**config.mk**
```make
export PLATFORM = sky130hd
export DESIGN_NAME = class_decision_unit
export DESIGN_NICKNAME = d
export VERILOG_FILES = /design/src/rtl/class_decision_unit.sv
export SDC_FILE = /design/constraint.sdc
export NUM_CORES = 1
export LEC_CHECK = 0
export BUFFER_PORTS_ARGS = -buffer_cell sky130_fd_sc_hd__buf_2
export CAP_MARGIN = 30
export CORE_AREA = 2 2 143 145
export CTS_CLUSTER_DIAMETER = 50
export DETAILED_ROUTE_END_ITERATION = 16
export DIE_AREA = 0 0 145 147
export PLACE_DENSITY = 0.84
export SYNTH_ARGS = -nofsm -noshare
export SYNTH_HDL_FRONTEND = slang
export SYNTH_SLANG_ARGS = --single-unit
```
**constraint.sdc**
```tcl
create_clock -name clk -period 27.7 [get_ports clk]
set_input_delay 4.155 -clock clk [delete_from_list [all_inputs] [get_ports clk]]
set_output_delay 4.155 -clock clk [all_outputs]
set_load 0.01 [all_outputs]
```
**src/rtl/class_decision_unit.sv**
```systemverilog
// Top-1 class decision: captures one softmax frame, scans it serially and queues results in a FWFT FIFO.
// Optional CLASS_DECISION_TOP2_EN adds second-best tracking and the top-1/top-2 margin output.
module class_decision_unit #(
  parameter int                N_CLASSES   = 10,
  parameter int                DATA_W      = 16,
  parameter logic [DATA_W-1:0] CONF_THRESH = 16'h4000,
  parameter int                FIFO_DEPTH  = 4
) (
  input  logic                          clk,
  input  logic                          rst,
  input  logic [N_CLASSES*DATA_W-1:0]   probs_in,
  input  logic                          in_valid,
  output logic [3:0]                    class_out,
  output logic [DATA_W-1:0]             conf_out,
  output logic [DATA_W-1:0]             margin_out,
  output logic                          low_conf,
  output logic                          out_valid,
  input  logic                          out_ready,
  output logic                          busy,
  output logic [7:0]                    drop_count
);

  localparam int PTR_W = $clog2(FIFO_DEPTH);
  localparam int CNT_W = PTR_W + 1;

  typedef enum logic [1:0] {IDLE, SCAN, PUSH} state_t;

  state_t              state_reg, state_next;
  logic [3:0]          idx_reg, idx_next;
  logic [DATA_W-1:0]   best_reg, best_next;
  logic [3:0]          best_idx_reg, best_idx_next;
  logic [DATA_W-1:0]   cur_p;
  logic                capture;
  logic                in_valid_d_reg;
  logic [7:0]          drop_reg, drop_next;
  logic [DATA_W-1:0]   probs_reg [N_CLASSES];

`ifdef CLASS_DECISION_TOP2_EN
  logic [DATA_W-1:0]   second_reg, second_next;
  logic [DATA_W-1:0]   fifo_margin [FIFO_DEPTH];
`endif

  logic [3:0]          fifo_class [FIFO_DEPTH];
  logic [DATA_W-1:0]   fifo_conf  [FIFO_DEPTH];
  logic                fifo_low   [FIFO_DEPTH];
  logic [PTR_W-1:0]    wr_ptr_reg, rd_ptr_reg;
  logic [CNT_W-1:0]    count_reg;

  logic frame_start, fifo_full, pop, push_req, push_ok;
  logic drop_in, drop_push;
  logic [8:0] drop_sum;

  assign frame_start = in_valid && !in_valid_d_reg;
  assign fifo_full   = (count_reg == CNT_W'(FIFO_DEPTH));
  assign out_valid   = (count_reg != '0);
  assign pop         = out_valid && out_ready;
  assign push_req    = (state_reg == PUSH);
  // A full FIFO still accepts the push when the head leaves on the same edge.
  assign push_ok     = push_req && (!fifo_full || pop);
  assign drop_in     = frame_start && (state_reg != IDLE);
  assign drop_push   = push_req && !push_ok;
  assign drop_sum    = {1'b0, drop_reg} + 9'(drop_in) + 9'(drop_push);
  assign drop_next   = (drop_sum > 9'd255) ? 8'd255 : drop_sum[7:0];

  always_comb begin
    state_next    = state_reg;
    idx_next      = idx_reg;
    best_next     = best_reg;
    best_idx_next = best_idx_reg;
    capture       = 1'b0;
    cur_p         = probs_reg[idx_reg];
`ifdef CLASS_DECISION_TOP2_EN
    second_next   = second_reg;
`endif
    case (state_reg)
      IDLE: begin
        if (frame_start) begin
          capture       = 1'b1;
          idx_next      = '0;
          best_next     = '0;
          best_idx_next = '0;
`ifdef CLASS_DECISION_TOP2_EN
          second_next   = '0;
`endif
          state_next    = SCAN;
        end
      end
      SCAN: begin
        // Strict compare keeps the lowest index on ties.
        if (cur_p > best_reg) begin
          best_next     = cur_p;
          best_idx_next = idx_reg;
`ifdef CLASS_DECISION_TOP2_EN
          second_next   = best_reg;
        end else if (cur_p > second_reg) begin
          second_next   = cur_p;
`endif
        end
        if (idx_reg == 4'(N_CLASSES - 1)) state_next = PUSH;
        else                              idx_next   = idx_reg + 4'd1;
      end
      PUSH:    state_next = IDLE;
      default: state_next = IDLE;
    endcase
  end

  always_ff @(posedge clk) begin
    if (rst) begin
      state_reg      <= IDLE;
      idx_reg        <= '0;
      best_reg       <= '0;
      best_idx_reg   <= '0;
      in_valid_d_reg <= 1'b0;
      drop_reg       <= '0;
      wr_ptr_reg     <= '0;
      rd_ptr_reg     <= '0;
      count_reg      <= '0;
`ifdef CLASS_DECISION_TOP2_EN
      second_reg     <= '0;
`endif
    end else begin
      state_reg      <= state_next;
      idx_reg        <= idx_next;
      best_reg       <= best_next;
      best_idx_reg   <= best_idx_next;
      in_valid_d_reg <= in_valid;
      drop_reg       <= drop_next;
`ifdef CLASS_DECISION_TOP2_EN
      second_reg     <= second_next;
`endif
      if (push_ok) wr_ptr_reg <= wr_ptr_reg + 1'b1;
      if (pop)     rd_ptr_reg <= rd_ptr_reg + 1'b1;
      if (push_ok && !pop)      count_reg <= count_reg + 1'b1;
      else if (!push_ok && pop) count_reg <= count_reg - 1'b1;
    end
  end

  // Frame copy and FIFO storage carry no reset; validity lives in state and count.
  always_ff @(posedge clk) begin
    if (capture) begin
      for (int i = 0; i < N_CLASSES; i++) probs_reg[i] <= probs_in[i*DATA_W +: DATA_W];
    end
    if (push_ok) begin
      fifo_class[wr_ptr_reg]  <= best_idx_reg;
      fifo_conf[wr_ptr_reg]   <= best_reg;
      fifo_low[wr_ptr_reg]    <= (best_reg < CONF_THRESH);
`ifdef CLASS_DECISION_TOP2_EN
      fifo_margin[wr_ptr_reg] <= best_reg - second_reg;
`endif
    end
  end

  assign class_out  = out_valid ? fifo_class[rd_ptr_reg] : '0;
  assign conf_out   = out_valid ? fifo_conf[rd_ptr_reg]  : '0;
  assign low_conf   = out_valid ? fifo_low[rd_ptr_reg]   : 1'b0;
`ifdef CLASS_DECISION_TOP2_EN
  assign margin_out = out_valid ? fifo_margin[rd_ptr_reg] : '0;
`else
  assign margin_out = '0;
`endif
  assign busy       = (state_reg != IDLE);
  assign drop_count = drop_reg;

endmodule

```
==> results.md, run 1 <==
- Critical path arrival: 2.27 ns
- Worst setup EP type: output pin
- Number of global-route vias before repair: 6415
- Width of the die: 145 µm
- Number of synthesized flops with an enable pin: 244
- H-tree Lvls: 1
- Routed via count: 6426
- CP required: 23.55 ns
- Initial antenna violation count: 5
- Run status: completed
- Core region area: 19800 µm²
- Mapped cell area: 11600 µm²
- Drt via density: 5.48
- Clk sinks: 292
- Initial Util: 0.584
- # hold bufs at CTS: 0
- TritonCTS clock tree: yes
- Number of flip-flops in the largest register: 160
- Yosys cell types: 43
- Post-CTS setup buffers: 0
- Critical path type: flip-flop to output pin
- Gpl congestion: 0.797
- Largest net degree at the start of global routing: 75
- Worst Tran Pin Value: 0.974 ns
- Hold Path Class: flip-flop to flip-flop
- Max Clock Skew: 0.0149 ns
- Worst VDD drop: 62.9 µV
- Clk Latency, worst-skew pair: 0.54 ns
- Min Tclk post-route: 6.42 ns
- Root Buffer: clkbuf_16
- Post-synth ARST share: 0
- Residual DRC: 0
- Top_reg_cell synth: edfxtp_1
- FMAX: 156 MHz
- DRT antenna net count: 0
- Input/output buffers: 194
- Post-CTS Resized: 0
- RSZ-0062 raised after global routing: false
- Placed wire-length estimate: 14800 µm
- Std cell rows: 52
- Clock slew at reported path FFs: 0.06 ns
- Seq cells post-synth: 292
- CTS Buf Count: 29
- Layout Area Growth over Synthesis: 19.8%
- Final Cycle Share: 0.232
- Grt total ovfl: 0
- Cell leakage power: 5.21 nW
- Avg WL per Cell: 18.9 µm
- Share of cells above drive strength 1: 0.346
- First-pass GRT wire length: 34200 µm
- Setup TNS: 0 ns
- Syn Inst Count: 671
- Endpoints failing setup: 0
- Register area share after synthesis: 0.715
- Clock buffer depth: 3
- Synth top area share: 0.632
- Fin. Hold Viols: 0
- Avg Synthesized Cell Area: 17.3 µm²
- DIE AREA: 21300 µm²
- Relative slew slack: 0.350
- Power Dens Cells: 76.9 nW/µm²
- Overall routing resource usage: 0.206
- Top Ports: 211
- Dominant cells by area after synthesis: edfxtp_1, mux4_2, dfxtp_1
- Number of max-cap violations: 0
- Fin nets: 1069
- Crit path launch type: flip-flop
- Pins Over Slew Limit: 0
- 1st-iter DRT viols: 518
- Crit-path max FO: 21
- Number of synthesis warnings: 0
- First drt pass iteration count: 5
- Die Height: 147 µm
- Power, Total: 1.07 mW
- Leading area contributor after synthesis: edfxtp_1
- Routed wire length: 22100 µm
- Register-to-Register Setup Slack: 23.62 ns
-- per-layer routing --
metal | vias up | track usage | share of wire | wire (µm)
met4 | 4 | 0.0525 | 0.020 | 448
li1 | 2998 | - | - | -
met3 | 41 | 0.0488 | 0.068 | 1510
met5 | - | 0 | 0.0012 | 27
met1 | 3151 | 0.271 | 0.40 | 8870
met2 | 232 | 0.354 | 0.51 | 11300
-- cell type report --
class / instances / area, µm²
antenna: 1 / 2.50
clock buffer: 35 / 788
clock inverter: 19 / 191
fill: 1259 / 5940
inverter: 22 / 82.6
multi-input combinational: 328 / 3040
sequential: 292 / 8290
tap: 270 / 338
timing repair buffer: 206 / 1170
-- cells in the mapped netlist (all sizes together), types with 5 or more instances --
library cell,n
edfxtp,244
mux4,53
dfxtp,48
a21oi,31
buf,29
and2,26
nor2,26
ha,24
inv,22
nand2,21
nand2b,19
o22a,18
o211ai,16
a22oi,15
clkbuf,15
nand3,7
xor2,7
nand4,6
nor2b,6
o21ai,5
-- through the flow --
step                      hold WS (ns)   util  instance area [µm²]  cells  setup WS [ns]
after floorplan                  0.456      -                11700    686          14.76
after global placement           0.477  0.643                12800   1112          21.03
after detailed placement         0.491  0.645                12800   1113          21.09
after CTS                        0.501  0.694                13800   1167          21.24
after global routing             0.532  0.700                13900   1173          21.14
final                            0.501  0.700                13900   1173          21.28
-- final timing paths --
path	start	to	depth (start not counted)
max	flip-flop	conf_out[0]	3
min	count_reg[2]	count_reg[2]	2
max reg2reg	flip-flop	best_reg[8]	10
min reg2reg	count_reg[2]	count_reg[2]	2
-- critical path, cell delays in order (launching register included) --
cell,delay [ns]
dfxtp_1,0.96
mux4_2,0.46
and2_1,0.18
buf_2,0.13
-- layout by cell type, fill, tap and decap left out, types with 21 or more instances in the layout --
| cell | n |
|---|---|
| a21oi_1 | 31 |
| and2_1 | 26 |
| buf_2 | 194 |
| clkbuf_16 | 30 |
| dfxtp_1 | 47 |
| edfxtp_1 | 244 |
| ha_1 | 24 |
| inv_1 | 22 |
| mux4_2 | 53 |
| nand2_1 | 21 |
| nor2_1 | 25 |
-- power breakdown --
part           internal (mW)  leakage (nW)  switching [mW]
Combinational         0.0753          2.06          0.0816
Clock                  0.232         0.471           0.161
Sequential             0.504          2.68          0.0148
Total                  0.811          5.21           0.258
-- cell families (layout without fill, tap and decap cells) --
kind of cell | Yosys count | count (layout) | synth area share
adder cells (fa/ha/maj) | 26 | 26 | 0.0293
AO/OA/AOI/OAI | 91 | 91 | 0.0536
AND/OR/NAND/NOR | 127 | 127 | 0.0585
flip-flops | 292 | 292 | 0.715
buffers and inverters | 66 | 282 | 0.0289
multiplexers | 57 | 57 | 0.106
XOR/XNOR | 11 | 11 | 0.00831
other | 1 | 17 | 0.000323
No activity file was read; power rests on OpenSTA's default activity.
==> run 2, diff against run 1 <==
- CORE_AREA: 2 2 143 145 -> 2 2 156 158
- DIE_AREA: 0 0 145 147 -> 0 0 158 160
- PLACE_DENSITY: 0.84 -> 0.75
- clock period: 27.7 -> 5.4 ns (I/O delays scaled with it)
==> run 2 against run 1 <==
  * Largest cell class unchanged
  * Die area grew 19%
  * Count of clock-buffer cells in the layout rose by 5
  * Largest power group unchanged
  * Via count down 1.0%
  * Sequential share of layout area grew 0.12 points
==> results.md, run 2 (synthesis results as in run 1) <==
- Post-CTS Resized: 0 (unchanged)
- Initial Util: 0.487 (was 0.584)
- Max Clock Skew: 0.0107 ns (was 0.0149 ns)
- R2R Path End: best_idx_reg[2] (was best_reg[8])
- FMAX: 241 MHz
- Overall routing resource usage: 0.181 (was 0.206)
- Placed wire-length estimate: 15700 µm (was 14800 µm)
- RSZ-0062 raised after global routing: false (unchanged)
- First drt pass iteration count: 5 (unchanged)
- Critical path type: flip-flop to flip-flop (was flip-flop to output pin)
- Relative slew slack: 0.413 (was 0.350)
- CP max-delay cell: dfxtp_4 (was dfxtp_1)
- Routed wire length: 22300 µm (was 22100 µm)
- H-tree Lvls: 1 (unchanged)
- First-pass GRT wire length: 35100 µm (was 34200 µm)
- Cell leakage power: 5.17 nW (was 5.21 nW)
- Fin nets: 1070 (was 1069)
- Gpl congestion: 0.791 (was 0.797)
- Largest net degree at the start of global routing: 167 (was 75)
- Critical path arrival: 4.63 ns (was 2.27 ns)
- TritonCTS clock tree: yes (unchanged)
- Drt via density: 5.19 (was 5.48)
- Worst VDD drop: 278 µV (was 62.9 µV)
- Residual DRC: 0 (unchanged)
- Root Buffer: clkbuf_16 (unchanged)
- Post-Route M1 WL: 9280 µm (was 8870 µm)
- Avg WL per Cell: 18.2 µm (was 18.9 µm)
- WHS Path Cells: 1 (was 2)
- Register-to-Register Setup Slack: 1.25 ns (was 23.62 ns)
- Most frequent cells in the layout: edfxtp_1, buf_2, mux4_2 (unchanged)
- Commonest non-fill, non-tap cell in the layout: edfxtp_1 (unchanged)
- Hold Path Class: primary input to flip-flop (was flip-flop to flip-flop)
- Core region area: 23800 µm² (was 19800 µm²)
- Clk Latency, worst-skew pair: 0.55 ns (was 0.54 ns)
- Hold_ws: 0.435 ns (was 0.501 ns)
- Reg2Reg Depth: 10 (unchanged)
- Worst hold start: probs_in[39] (was count_reg[2])
- CTS Buf Count: 31 (was 29)
- Min Tclk post-route: 4.15 ns
- Routed via count: 6360 (was 6426)
- Worst Tran Pin Value: 0.880 ns (was 0.974 ns)
- Met2 routed WL: 11000 µm (was 11300 µm)
- Grt total ovfl: 0 (unchanged)
- Worst setup EP type: flip-flop (was output pin)
- Endpoints failing setup: 0 (unchanged)
- Post-CTS setup buffers: 0 (unchanged)
- Setup TNS: 0 ns (unchanged)
- Max layer used: met5 (unchanged)
- Die Height: 160 µm (was 147 µm)
- Number of flip-flops in the largest register: 160 (unchanged)
- Std cell rows: 57 (was 52)
- 1st-iter DRT viols: 409 (was 518)
- Layout Area Growth over Synthesis: 19.6% (was 19.8%)
- WHS Endpoint: probs_reg[2][7] (was count_reg[2])
- Crit path launch type: flip-flop (unchanged)
- Number of global-route vias before repair: 6421 (was 6415)
- Initial antenna violation count: 3 (was 5)
- Number of max-cap violations: 0 (unchanged)
- Clock slew at reported path FFs: 0.06 ns (about the same)
- Pre-CTS WS: 1.28 ns (was 21.09 ns)
- Input/output buffers: 194 (unchanged)
- CP required: 5.88 ns (was 23.55 ns)
- Power Dens Cells: 392 nW/µm² (was 76.9 nW/µm²)
- Worst path cell trace: buf_4, mux4_2, a22oi_1, nand2_1, ha_1, nand4_1, a2111oi_0, o41a_1, or2_1, o22a_1 (was mux4_2, and2_1, buf_2)
- Crit-path max cell delay: 0.82 ns (was 0.96 ns)
- Crit-path max FO: 47 (was 21)
- Top Ports: 211 (unchanged)
- Clock buffer depth: 3 (unchanged)
- Run status: completed (unchanged)
- Width of the die: 158 µm (was 145 µm)
- DRT antenna net count: 0 (unchanged)
- Final Cycle Share: 0.769
- Post-route setup slack: 1.25 ns (was 21.28 ns)
- Share of cells above drive strength 1: 0.342 (was 0.346)
- DR WL met3: 1640 µm (was 1510 µm)
- Power, Total: 5.43 mW (was 1.07 mW)
- DIE AREA: 25300 µm² (was 21300 µm²)
- Fin. Hold Viols: 0 (unchanged)
- Clk sinks: 292 (unchanged)
- # hold bufs at CTS: 0 (unchanged)
- Pins Over Slew Limit: 0 (unchanged)
[run 2: cell count changes in the layout (fill, tap and decap cells not counted), moves of 2 or more]
cell / delta
clkinvlp_4: -2
clkbuf_8: -3
bufinv_16: -2
buf_16: -4
clkbuf_1: +6
clkinv_1: -2
clkinv_2: -2
inv_6: +2
buf_8: +4
[run 2: area by class of cell]
| cell class | instances | area, µm² |
|---|---|---|
| multi-input combinational | 328 | 3040 |
| timing repair buffer | 205 | 1100 |
| tap | 324 | 405 |
| inverter | 22 | 82.6 |
| clock buffer | 40 | 820 |
| clock inverter | 14 | 128 |
| antenna | 1 | 2.50 |
| fill | 1843 | 9950 |
| sequential | 292 | 8290 |
[run 2: report_power, final]
group / switching, mW / total (mW) / leakage, nW / internal, mW
clock: 0.830 / 1.96 / 0.456 / 1.13
combinational: 0.417 / 0.801 / 2.04 / 0.384
sequential: 0.0865 / 2.68 / 2.68 / 2.59
[run 2: worst max path at each step]
stage,start,to,slack (ns),cells past startpoint
5_1_grt,flip-flop,best_reg[9],0.84,10
3_5_place_dp,flip-flop,best_idx_reg[2],1.28,10
3_3_place_gp,flip-flop,best_reg[0],1.35,10
4_1_cts,flip-flop,best_idx_reg[2],1.21,10
6_report,flip-flop,best_idx_reg[2],1.25,10
2_1_floorplan,in_valid,best_reg[0],1.01,6
[run 2: worst max-delay path, delay by kind of cell, from the launching register on]
family                     cells  cell delay, ns
muxes                          1            0.52
DFF                            1            0.82
AOI/OAI and AO/OA              4            1.30
adders and majority gates      1            0.30
buffers and inverters          1            0.34
and+or+nand+nor                3            0.78
[run 2: per-layer routing]
layer  track usage  vias up
met5             0        -
met4        0.0536        2
met3        0.0385       29
met2         0.292      250
met1         0.251     3076
li1              -     3003
[run 2: stage by stage]
stage,cells,utilization,instance area (µm²)
2_1_floorplan,686,-,11700
3_3_place_gp,1166,0.539,12800
3_5_place_dp,1171,0.543,12900
4_1_cts,1225,0.582,13900
5_1_grt,1226,0.582,13900
6_report,1226,0.582,13900
==> run 3, diff against run 2 <==
- clock period: 5.4 -> 3.8 ns (I/O delays scaled with it)
==> run 3 against run 2 <==
  * Clock skew up 0.0073 ns
  * Register-to-register slack worse by 1.0 ns
  * Count of clock-buffer cells in the layout down 1
  * Final area up 0.72%
  * Die area unchanged
  * Maximum frequency up 16%
  * Sequential share of layout area down 0.44 points
  * Hold slack worse by 0.25 ns
  * Utilization up 0.42 points
  * First-iteration DRC count down 6.4%
  * Highest routed layer is now met4
==> results.md, run 3 (synthesis results as in run 1) <==
- 1st-iter DRT viols: 383 (was 409)
- Most frequent cells in the layout: edfxtp_1, buf_2, mux4_2 (unchanged)
- Fin area: 14000 µm² (was 13900 µm²)
- Routed via count: 6419 (was 6360)
- Clk sinks: 292 (unchanged)
- Residual DRC: 0 (unchanged)
- Fin nets: 1077 (was 1070)
- Register-to-Register Setup Slack: 0.22 ns (was 1.25 ns)
- Number of flip-flops in the largest register: 160 (unchanged)
- Clk Latency, worst-skew pair: 0.55 ns (about the same)
- DRT antenna net count: 0 (unchanged)
- Worst setup EP type: flip-flop (unchanged)
- Crit-path max FO: 18 (was 47)
- Post-CTS Resized: 0 (unchanged)
- Top Ports: 211 (unchanged)
- Std cell rows: 57 (unchanged)
- Min Tclk post-route: 3.58 ns (was 4.15 ns)
- Initial antenna violation count: 2 (was 3)
- FMAX: 280 MHz (was 241 MHz)
- CP endpoint: best_reg[12] (was best_idx_reg[2])
- Fin cells: 1237 (was 1226)
- Clock buffer depth: 3 (unchanged)
- DIE AREA: 25300 µm² (unchanged)
- Fin. Hold Viols: 0 (unchanged)
- First drt pass iteration count: 5 (unchanged)
- Worst VDD drop: 405 µV (was 278 µV)
- R2R Path End: best_reg[12] (was best_idx_reg[2])
- Initial Util: 0.487 (unchanged)
- Hold Path Class: primary input to flip-flop (unchanged)
- Width of the die: 158 µm (unchanged)
- Placed cell area: 13000 µm² (was 12900 µm²)
- Power Dens Cells: 554 nW/µm² (was 392 nW/µm²)
- Largest net degree at the start of global routing: 77 (was 167)
- H-tree Lvls: 1 (unchanged)
- Routed wire length: 23000 µm (was 22300 µm)
- Cell leakage power: 5.22 nW (was 5.17 nW)
- Critical path type: flip-flop to flip-flop (unchanged)
- Root Buffer: clkbuf_16 (unchanged)
- Avg WL per Cell: 18.6 µm (was 18.2 µm)
- CTS Buf Count: 30 (was 31)
- Number of max-cap violations: 0 (unchanged)
- Core region area: 23800 µm² (unchanged)
- Placed insts: 1179 (was 1171)
- TritonCTS clock tree: yes (unchanged)
- Overall routing resource usage: 0.187 (was 0.181)
- Reg2Reg Depth: 10 (unchanged)
- Fillers: 1804 (was 1843)
- Crit path launch type: flip-flop (unchanged)
- Setup TNS: 0 ns (unchanged)
- CP required: 4.23 ns (was 5.88 ns)
- Grt total ovfl: 0 (unchanged)
- Layout Area Growth over Synthesis: 20.5% (was 19.6%)
- Placed wire-length estimate: 16300 µm (was 15700 µm)
- Post-CTS setup buffers: 0 (unchanged)
- Hold_ws: 0.188 ns (was 0.435 ns)
- First-pass GRT wire length: 36000 µm (was 35100 µm)
- Share of cells above drive strength 1: 0.352 (was 0.342)
- Clock slew at reported path FFs: 0.06 ns (about the same)
- Max Clock Skew: 0.0181 ns (was 0.0107 ns)
- Number of global-route vias before repair: 6691 (was 6421)
- Endpoints failing setup: 0 (unchanged)
- Input/output buffers: 194 (unchanged)
- Die Height: 160 µm (unchanged)
- # hold bufs at CTS: 0 (unchanged)
- Drt via density: 5.19 (about the same)
- RSZ-0062 raised after global routing: false (unchanged)
- Relative slew slack: 0.463 (was 0.413)
- Pins Over Slew Limit: 0 (unchanged)
- Gpl congestion: 0.782 (was 0.791)
- Worst Tran Pin Value: 0.803 ns (was 0.880 ns)
- Critical path arrival: 4.00 ns (was 4.63 ns)
- Commonest non-fill, non-tap cell in the layout: edfxtp_1 (unchanged)
- Run status: completed (unchanged)
- Final Cycle Share: 0.942 (was 0.769)
[run 3: cell types whose count changed in the layout (fill, tap and decap cells not counted), sizes merged]
| cell | change |
|---|---|
| buf | +8 |
| clkinvlp | +3 |
| diode | +1 |
| inv | -6 |
| clkbuf | -1 |
| clkinv | +6 |
[run 3: per-stage QoR]
step / setup slack, ns / util / power, mW
global route: 0.00218 / 0.587 / 8.08
floorplan: -0.228 / - / 4.62
CTS: 0.107 / 0.586 / 7.81
finish: 0.222 / 0.587 / 7.74
detailed placement: 0.148 / 0.546 / 5.04
global placement: 0.229 / 0.545 / 5.02
[run 3: final cells by class]
class                   count  area, µm²  share of cell area
inverters                  22       82.6             0.00591
clock inverters            17        125             0.00895
flip-flops and latches    292       8290               0.593
clock buffers              39        826              0.0591
repair buffers            213       1180              0.0847
multi-input cells         328       3050               0.219
well taps                 324        405              0.0290
diodes                      2       5.00            0.000358
[run 3: report_power, final]
group / leakage [nW] / switching [mW] / internal [mW] / total, mW
combinational: 2.09 / 0.608 / 0.561 / 1.17
clock: 0.453 / 1.18 / 1.60 / 2.78
sequential: 2.68 / 0.112 / 3.68 / 3.79
total: 5.22 / 1.90 / 5.84 / 7.74
[run 3: worst min path at each step]
stage | start | to | slack (ns) | cells after the start
floorplan | best_idx_reg[0] | best_idx_reg[0] | 0.46 | 2
global placement | count_reg[2] | count_reg[2] | 0.48 | 2
detailed placement | idx_reg[3] | best_idx_reg[3] | 0.48 | 2
CTS | probs_in[41] | probs_reg[2][9] | 0.18 | 1
global route | probs_in[138] | probs_reg[8][10] | 0.18 | 1
finish | probs_in[45] | probs_reg[2][13] | 0.19 | 1
[run 3: layer usage]
layer | part of all wire | track usage | up-vias | wire length, µm
met5 | 0 | 0 | - | 0
met3 | 0.071 | 0.0369 | 40 | 1640
met4 | 0.020 | 0.0524 | 0 | 470
li1 | - | - | 3011 | -
met1 | 0.42 | 0.255 | 3125 | 9600
met2 | 0.49 | 0.308 | 243 | 11300
[run 3: critical path, cell delays in order (launching register included)]
cell and delay (ns):
dfxtp_4 0.54, buf_12 0.22, mux4_2 0.53, a22oi_1 0.36
nand2_1 0.12, ha_1 0.33, a21oi_1 0.18, a211oi_1 0.09
o41a_1 0.39, or2_2 0.44, o22a_1 0.26
